==> config.mk <==
export PLATFORM = sky130hd
export DESIGN_NAME = alu_exec_unit_flat
export DESIGN_NICKNAME = d
export VERILOG_FILES = /design/src/rtl/alu_exec_unit_if.sv /design/src/rtl/alu_exec_unit.sv /design/src/flat_wrapper.sv
export SDC_FILE = /design/constraint.sdc
export NUM_CORES = 1
export LEC_CHECK = 0
export ABC_AREA = 1
export BUFFER_PORTS_ARGS = -buffer_cell sky130_fd_sc_hd__buf_2
export CAP_MARGIN = 40
export CORE_ASPECT_RATIO = 1.1
export CORE_MARGIN = 2
export CORE_UTILIZATION = 63
export CTS_CLUSTER_SIZE = 28
export DETAILED_ROUTE_END_ITERATION = 8
export PLACE_DENSITY = 0.95
export SYNTH_ARGS = -nofsm -noshare
export SYNTH_HDL_FRONTEND = slang
export SYNTH_SLANG_ARGS = --single-unit
==> constraint.sdc <==
create_clock -name clk -period 4.7 [get_ports clk]
set_clock_uncertainty 0.2 [all_clocks]
set_input_delay 0.47 -clock clk [delete_from_list [all_inputs] [get_ports clk]]
set_output_delay 0.47 -clock clk [all_outputs]
set_load 0.01 [all_outputs]
==> src/rtl/alu_exec_unit_if.sv <==
// Request/response bundle between the CPU controller and the ALU execution unit.
interface alu_exec_unit_if #(
  parameter int WIDTH   = 32,
  parameter int SHAMT_W = 5
);
  logic               start;
  logic [2:0]         AluOP;
  logic [5:0]         Func;
  logic [WIDTH-1:0]   A;
  logic [WIDTH-1:0]   B;
  logic [SHAMT_W-1:0] Shamt;
  logic               busy;
  logic               done;
  logic [WIDTH-1:0]   Result;
  logic               Zero;
  logic               err;

  modport master (
    output start, AluOP, Func, A, B, Shamt,
    input  busy, done, Result, Zero, err
  );

  modport slave (
    input  start, AluOP, Func, A, B, Shamt,
    output busy, done, Result, Zero, err
  );
endinterface

==> src/rtl/alu_exec_unit.sv <==
// Multi-cycle ALU: single-cycle logic/arith ops, iterative shifts and shift-add MULT.
module alu_exec_unit #(
  parameter int WIDTH   = 32,
  parameter int SHAMT_W = 5,
  parameter int MUL_EN  = 1
) (
  input  logic            clk,
  input  logic            reset,
  alu_exec_unit_if.slave  bus
);
  localparam int CNT_W = $clog2(WIDTH + 1);

  typedef enum logic [3:0] {
    OP_ADD, OP_SUB, OP_AND, OP_OR, OP_SLT, OP_SLL, OP_SRL, OP_MUL, OP_ILL
  } aluOp_e;

  typedef enum logic [1:0] {ST_IDLE, ST_SHIFT, ST_MUL} state_e;

  state_e           state, stateNxt;
  aluOp_e           op;
  logic [WIDTH-1:0] quickRes;
  logic             isShift, shiftLong;
  logic [CNT_W-1:0] cntLoad;
  logic [CNT_W-1:0] cnt;
  logic [WIDTH-1:0] opA, opB, acc;
  logic             dirLeft;
  logic [WIDTH-1:0] shiftNext, accNext;
  logic             busyC, lastStep;
  logic             doneR, zeroR, errR;
  logic [WIDTH-1:0] resR;

  // Decode AluOP/Func into an operation, in controller priority order
  always_comb begin
    op = OP_ILL;
    case (bus.AluOP)
      3'b000: op = OP_ADD;
      3'b001: op = OP_SUB;
      3'b100: op = OP_AND;
      3'b101: op = OP_OR;
      3'b110: op = OP_SLT;
      3'b010: begin
        case (bus.Func)
          6'b100000: op = OP_ADD;
          6'b100010: op = OP_SUB;
          6'b100100: op = OP_AND;
          6'b100101: op = OP_OR;
          6'b101010: op = OP_SLT;
          6'b000000: op = OP_SLL;
          6'b000010: op = OP_SRL;
          6'b011000: op = (MUL_EN != 0) ? OP_MUL : OP_ILL;
          default:   op = OP_ILL;
        endcase
      end
      default: op = OP_ILL;
    endcase
  end

  // Single-cycle result; a zero-distance shift simply passes B through
  always_comb begin
    quickRes = '0;
    case (op)
      OP_ADD:         quickRes = bus.A + bus.B;
      OP_SUB:         quickRes = bus.A - bus.B;
      OP_AND:         quickRes = bus.A & bus.B;
      OP_OR:          quickRes = bus.A | bus.B;
      OP_SLT:         quickRes = {{(WIDTH-1){1'b0}}, ($signed(bus.A) < $signed(bus.B))};
      OP_SLL, OP_SRL: quickRes = bus.B;
      default:        quickRes = '0;
    endcase
  end

  // Shift distance clamps to WIDTH: that many zero-fill steps already clear the word
  always_comb begin
    isShift   = (op == OP_SLL) || (op == OP_SRL);
    shiftLong = isShift && (bus.Shamt != '0);
    if (int'(bus.Shamt) >= WIDTH) cntLoad = CNT_W'(WIDTH);
    else                          cntLoad = CNT_W'(bus.Shamt);
  end

  // One-bit shift step and one shift-add multiply step
  always_comb begin
    shiftNext = dirLeft ? {opB[WIDTH-2:0], 1'b0} : {1'b0, opB[WIDTH-1:1]};
    accNext   = opB[0] ? (acc + opA) : acc;
  end

  // State register
  always_ff @(posedge clk or posedge reset) begin
    if (reset) state <= ST_IDLE;
    else       state <= stateNxt;
  end

  // Next-state: long ops leave IDLE, iterative states exit on the last counted step
  always_comb begin
    stateNxt = state;
    case (state)
      ST_IDLE: begin
        if (bus.start) begin
          if (op == OP_MUL)   stateNxt = ST_MUL;
          else if (shiftLong) stateNxt = ST_SHIFT;
        end
      end
      ST_SHIFT: if (cnt == CNT_W'(1)) stateNxt = ST_IDLE;
      ST_MUL:   if (cnt == CNT_W'(1)) stateNxt = ST_IDLE;
      default:  stateNxt = ST_IDLE;
    endcase
  end

  // FSM outputs: busy only while iterating, so it is already low in the done cycle
  always_comb begin
    busyC    = (state != ST_IDLE);
    lastStep = busyC && (cnt == CNT_W'(1));
  end

  // Datapath and registered outputs; Result/Zero/err move only with done
  always_ff @(posedge clk or posedge reset) begin
    if (reset) begin
      opA     <= '0;
      opB     <= '0;
      acc     <= '0;
      cnt     <= '0;
      dirLeft <= 1'b0;
      doneR   <= 1'b0;
      resR    <= '0;
      zeroR   <= 1'b1;
      errR    <= 1'b0;
    end else begin
      doneR <= 1'b0;
      case (state)
        ST_IDLE: begin
          if (bus.start) begin
            if (op == OP_MUL) begin
              opA <= bus.A;
              opB <= bus.B;
              acc <= '0;
              cnt <= CNT_W'(WIDTH);
            end else if (shiftLong) begin
              opB     <= bus.B;
              cnt     <= cntLoad;
              dirLeft <= (op == OP_SLL);
            end else begin
              doneR <= 1'b1;
              resR  <= quickRes;
              zeroR <= (quickRes == '0);
              errR  <= (op == OP_ILL);
            end
          end
        end
        ST_SHIFT: begin
          opB <= shiftNext;
          cnt <= cnt - CNT_W'(1);
          if (lastStep) begin
            doneR <= 1'b1;
            resR  <= shiftNext;
            zeroR <= (shiftNext == '0);
            errR  <= 1'b0;
          end
        end
        ST_MUL: begin
          acc <= accNext;
          opA <= {opA[WIDTH-2:0], 1'b0};
          opB <= {1'b0, opB[WIDTH-1:1]};
          cnt <= cnt - CNT_W'(1);
          if (lastStep) begin
            doneR <= 1'b1;
            resR  <= accNext;
            zeroR <= (accNext == '0);
            errR  <= 1'b0;
          end
        end
        default: ;
      endcase
    end
  end

  assign bus.busy   = busyC;
  assign bus.done   = doneR;
  assign bus.Result = resR;
  assign bus.Zero   = zeroR;
  assign bus.err    = errR;
endmodule
==> src/flat_wrapper.sv <==
// flat-port wrapper written by rule: the top's interface ports become plain ports
module alu_exec_unit_flat 
#(
  parameter int WIDTH   = 32,
  parameter int SHAMT_W = 5,
  parameter int MUL_EN  = 1
)
  (clk, reset, bus_start, bus_AluOP, bus_Func, bus_A, bus_B, bus_Shamt, bus_busy, bus_done, bus_Result, bus_Zero, bus_err);
  alu_exec_unit_if #(.WIDTH(WIDTH), .SHAMT_W(SHAMT_W)) bus_i ();
  input  logic clk;
  input  logic reset;
  input wire logic [$bits(bus_i.start)-1:0] bus_start;
  input wire logic [$bits(bus_i.AluOP)-1:0] bus_AluOP;
  input wire logic [$bits(bus_i.Func)-1:0] bus_Func;
  input wire logic [$bits(bus_i.A)-1:0] bus_A;
  input wire logic [$bits(bus_i.B)-1:0] bus_B;
  input wire logic [$bits(bus_i.Shamt)-1:0] bus_Shamt;
  output wire logic [$bits(bus_i.busy)-1:0] bus_busy;
  output wire logic [$bits(bus_i.done)-1:0] bus_done;
  output wire logic [$bits(bus_i.Result)-1:0] bus_Result;
  output wire logic [$bits(bus_i.Zero)-1:0] bus_Zero;
  output wire logic [$bits(bus_i.err)-1:0] bus_err;
  assign bus_i.start = bus_start;
  assign bus_i.AluOP = bus_AluOP;
  assign bus_i.Func = bus_Func;
  assign bus_i.A = bus_A;
  assign bus_i.B = bus_B;
  assign bus_i.Shamt = bus_Shamt;
  assign bus_busy = bus_i.busy;
  assign bus_done = bus_i.done;
  assign bus_Result = bus_i.Result;
  assign bus_Zero = bus_i.Zero;
  assign bus_err = bus_i.err;
  alu_exec_unit #(.WIDTH(WIDTH), .SHAMT_W(SHAMT_W), .MUL_EN(MUL_EN)) u_core (.clk(clk), .reset(reset), .bus(bus_i));
endmodule
==> flow_metrics.py <==
metrics = {
    "setup_path": {
        "cp-start-kind": "input pin",
        "crit_family": "simple AND/OR/NAND/NOR gates",
        "worst-setup-path-type": "in -> reg",
        "critical_path_buf_inv_count": 5,
        "path_cells": "buf_2 > nor2_1 > nand3_1 > nand2_2 > o21ai_1 > nand2_1 > nand2_2 > nor2_2 > inv_2 > nand2_2 > inv_2 > nand2_1 > inv_2 > nor3_4 > buf_4 > o221ai_1 > o21ai_0",
        "cp.required_ns": 4.84,
        "slowest_delay_ns": 0.57,
        "timing.rr.start": "u_core.acc[0]",
        "cpMaxStageDelayCell": "buf_4",
        "end_kind": "flip-flop",
        "crit_fanout": 76,
        "cp-startpoint": "bus_Func[3]",
        "worst-endpoint-arrival_ns": 3.76,
    },
    "min_path": {
        "holdCritPathClass": "in -> reg",
        "min_from": "bus_start",
    },
    "layout": {
        "synthToLayoutAreaGrowth_pct": 8.01,
        "fillerInstances": 2380,
        "fin_nets": 3126,
        "drive_gt1_frac": 0.0784,
        "multi_input_area_um2": 11100,
        "layout_commonest_cell": "nand2_1",
        "regArea_um2": 3500,
        "final_cell_mix": "nand2_1 (899), inv_1 (444), nor2_1 (272)",
    },
    "global_route": {
        "grt_pass1_vias": 18300,
        "grt_pass1_wl_mm": 96.2,
        "grt_max_degree": 95,
        "grt_antenna_before_repair": 1,
        "grtUsageTotal": 0.435,
        "grt_remaining_overflow": 0,
    },
    "yosys": {
        "synth_cell_types": 45,
        "seq_area_frac_synth": 0.209,
        "yosysTopAreaCell": "dfrtp_1",
        "syn-mean-instance-area_um2": 5.84,
        "synth_nets": 3087,
        "synthDominantCellAreaShare": 0.207,
        "yosysWarnings": 0,
        "yosys-top-cells-area": "dfrtp_1 (21%), nand2_1 (20%), inv_1 (10%), ha_1 (9.9%), nand3_1 (7.2%)",
        "async_flop_share": 1.00,
        "ys_ff_latch": 140,
        "synth-main-ff-cell": "dfrtp_1",
        "syn_inst": 2870,
        "syn-cell-area_um2": 16800,
        "synth_enable_flop_cells": 0,
    },
    "cts": {
        "cts_buffer_depth": 2,
        "cts_setup_buffers": 0,
        "numClockSinks": 140,
        "root_buffer": "clkbuf_16",
        "clk_pin_slew_ns": 0.06,
        "clk_latency_ns": 0.43,
        "cts_made_buffers": 17,
        "cts_tree": "done",
        "cts_htree_levels": 4,
    },
    "timing": {
        "worst_slew_pin_slew_ns": 0.914,
        "fin_crit_sh": 0.771,
        "finalSetupViolCount": 0,
        "fin_tns_setup_ns": 0,
        "max_freq_mhz": 276,
        "fin_crit_ns": 3.62,
        "rsz0062_at_grt": "false",
        "finalHoldViolations": 0,
        "maxSlewViolCount": 0,
        "max_slew_margin": 0.388,
    },
    "power_and_ir_drop": {
        "power.density_nw_per_um2": 585,
        "p_int_mw": 4.78,
        "combPwrFrac": 0.657,
        "p_clk_frac": 0.134,
        "seqPwrFrac": 0.209,
        "vdd_drop_max_mv": 0.486,
        "p_switching_mw": 5.81,
        "switching_share": 0.548,
        "p_leak_nw": 9.96,
        "power_mw": 10.6,
    },
    "floorplan": {
        "die_h_um": 175,
        "die_area_um2": 27900,
        "dieWidth_um": 160,
        "num_rows": 62,
        "num_io_pins": 117,
        "start_util": 0.642,
        "core_um2": 26100,
    },
    "job": {
        "cap_violations": 0,
    },
    "drt": {
        "drc": 0,
        "vias": 19800,
        "antenna_left": 0,
        "routed_via_density": 6.06,
        "drt-total-wl_mm": 61.9,
        "firstDrtPassIters": 6,
        "drtIter0Drc": 2669,
        "routedWlPerCell_um": 18.9,
    },
    "outcome": {
        "status": "complete, no violations",
    },
    "place": {
        "hpwl_mm": 47.6,
        "portBuffers": 116,
        "gp_congestion": 1.03,
    },
}
-- stage by stage --
stage                     hold slack, ns  setup slack (ns)  instances  utilization  area, µm²
final                              0.122              1.08       3275        0.693      18100
after detailed placement           0.181             0.854       3241        0.669      17500
after CTS                          0.121              1.24       3274        0.693      18100
after global routing               0.136             0.926       3275        0.693      18100
after global placement             0.265             0.860       3238        0.666      17400
after floorplan                    0.270             0.279       2870            -      16800
-- cell type report --
type	count	area share
clock inverters	12	0.00891
well taps	352	0.0243
inverters	451	0.0937
diodes	1	0.000138
repair buffers	138	0.0442
clock buffers	20	0.0252
multi-input cells	2161	0.610
flip-flops and latches	140	0.193
-- repair_timing --
action	in CTS	in global routing
resized for setup	0	0
hold buffers	1	0
endpoints found under the hold margin	9	0
-- worst paths after layout --
check                                             to  slack (ns)  depth (start not counted)
worst max-delay path                  u_core.opB[24]        1.08                         17
min in group asynchronous              u_core.opA[3]        0.31                          3
worst max register to register       u_core.bus.Zero        1.23                         21
worst min register to register  u_core.bus.Result[0]        0.29                          2
max in group asynchronous             u_core.opB[10]        2.84                          5
worst min-delay path                 u_core.bus.done        0.12                          3
-- cell usage after synthesis (3+ instances only) --
library cell  number
or2_2             31
xor2_1            24
nand4_1           63
fa_1               3
buf_6              6
inv_2              3
nand2_1          900
o221ai_1           6
buf_2             38
nand2_2            8
o21bai_1          15
a21oi_1           99
dfrtp_1          139
buf_1              3
o21ai_0          178
nand3_1          242
a21o_1             3
o21ai_1            6
a22o_1            17
a31oi_1           52
inv_1            447
clkbuf_1          69
nor2_2             6
nor2_1           273
nor4_1             6
nand3b_1           6
ha_1             133
nor3_1            23
o211ai_1          51
-- routing by layer --
layer  vias up  GRT usage  wire length, µm
met5         -          0                0
met4         0      0.223             3380
met3       228     0.0724             6560
met2      1323      0.706            27900
met1      9009      0.559            24100
li1       9276          -                -
-- power by group through the flow --
stage	logic (mW)	registers [mW]	clock network, mW
floorplan	4.87	2.09	0
CTS	6.71	2.17	1.41
detailed placement	6.59	2.17	0
finish	6.96	2.21	1.42
global route	7.64	2.24	1.47
global placement	6.40	2.15	0
-- cell families (layout without fill, tap and decap cells) --
| kind of cell | Yosys count | after routing | synth area share |
|---|---|---|---|
| AND/OR/NAND/NOR | 1563 | 1563 | 0.390 |
| buffers and inverters | 569 | 621 | 0.133 |
| AO/OA/AOI/OAI | 437 | 437 | 0.152 |
| flip-flops | 140 | 140 | 0.209 |
| adder cells (fa/ha/maj) | 136 | 136 | 0.103 |
| XOR/XNOR | 25 | 25 | 0.0131 |
| other | 0 | 1 | 0 |
-- registers in the layout, summed over array words and instances, names as in the netlist --
name and flops:
u_core.acc 32, u_core.bus.Result 32, u_core.bus.Zero 1, u_core.bus.done 1, u_core.bus.err 1, u_core.cnt 6
u_core.dirLeft 1, u_core.opA 32, u_core.opB 32, u_core.state 2
-- tightest hold or removal path, delay by kind of cell --
family | cells | cell delay, ns
AO/OA/AOI/OAI | 1 | 0.05
buffers and inverters | 1 | 0.13
AND/OR/NAND/NOR | 1 | 0.07
Note: power is estimated with default switching activity, not from simulation.
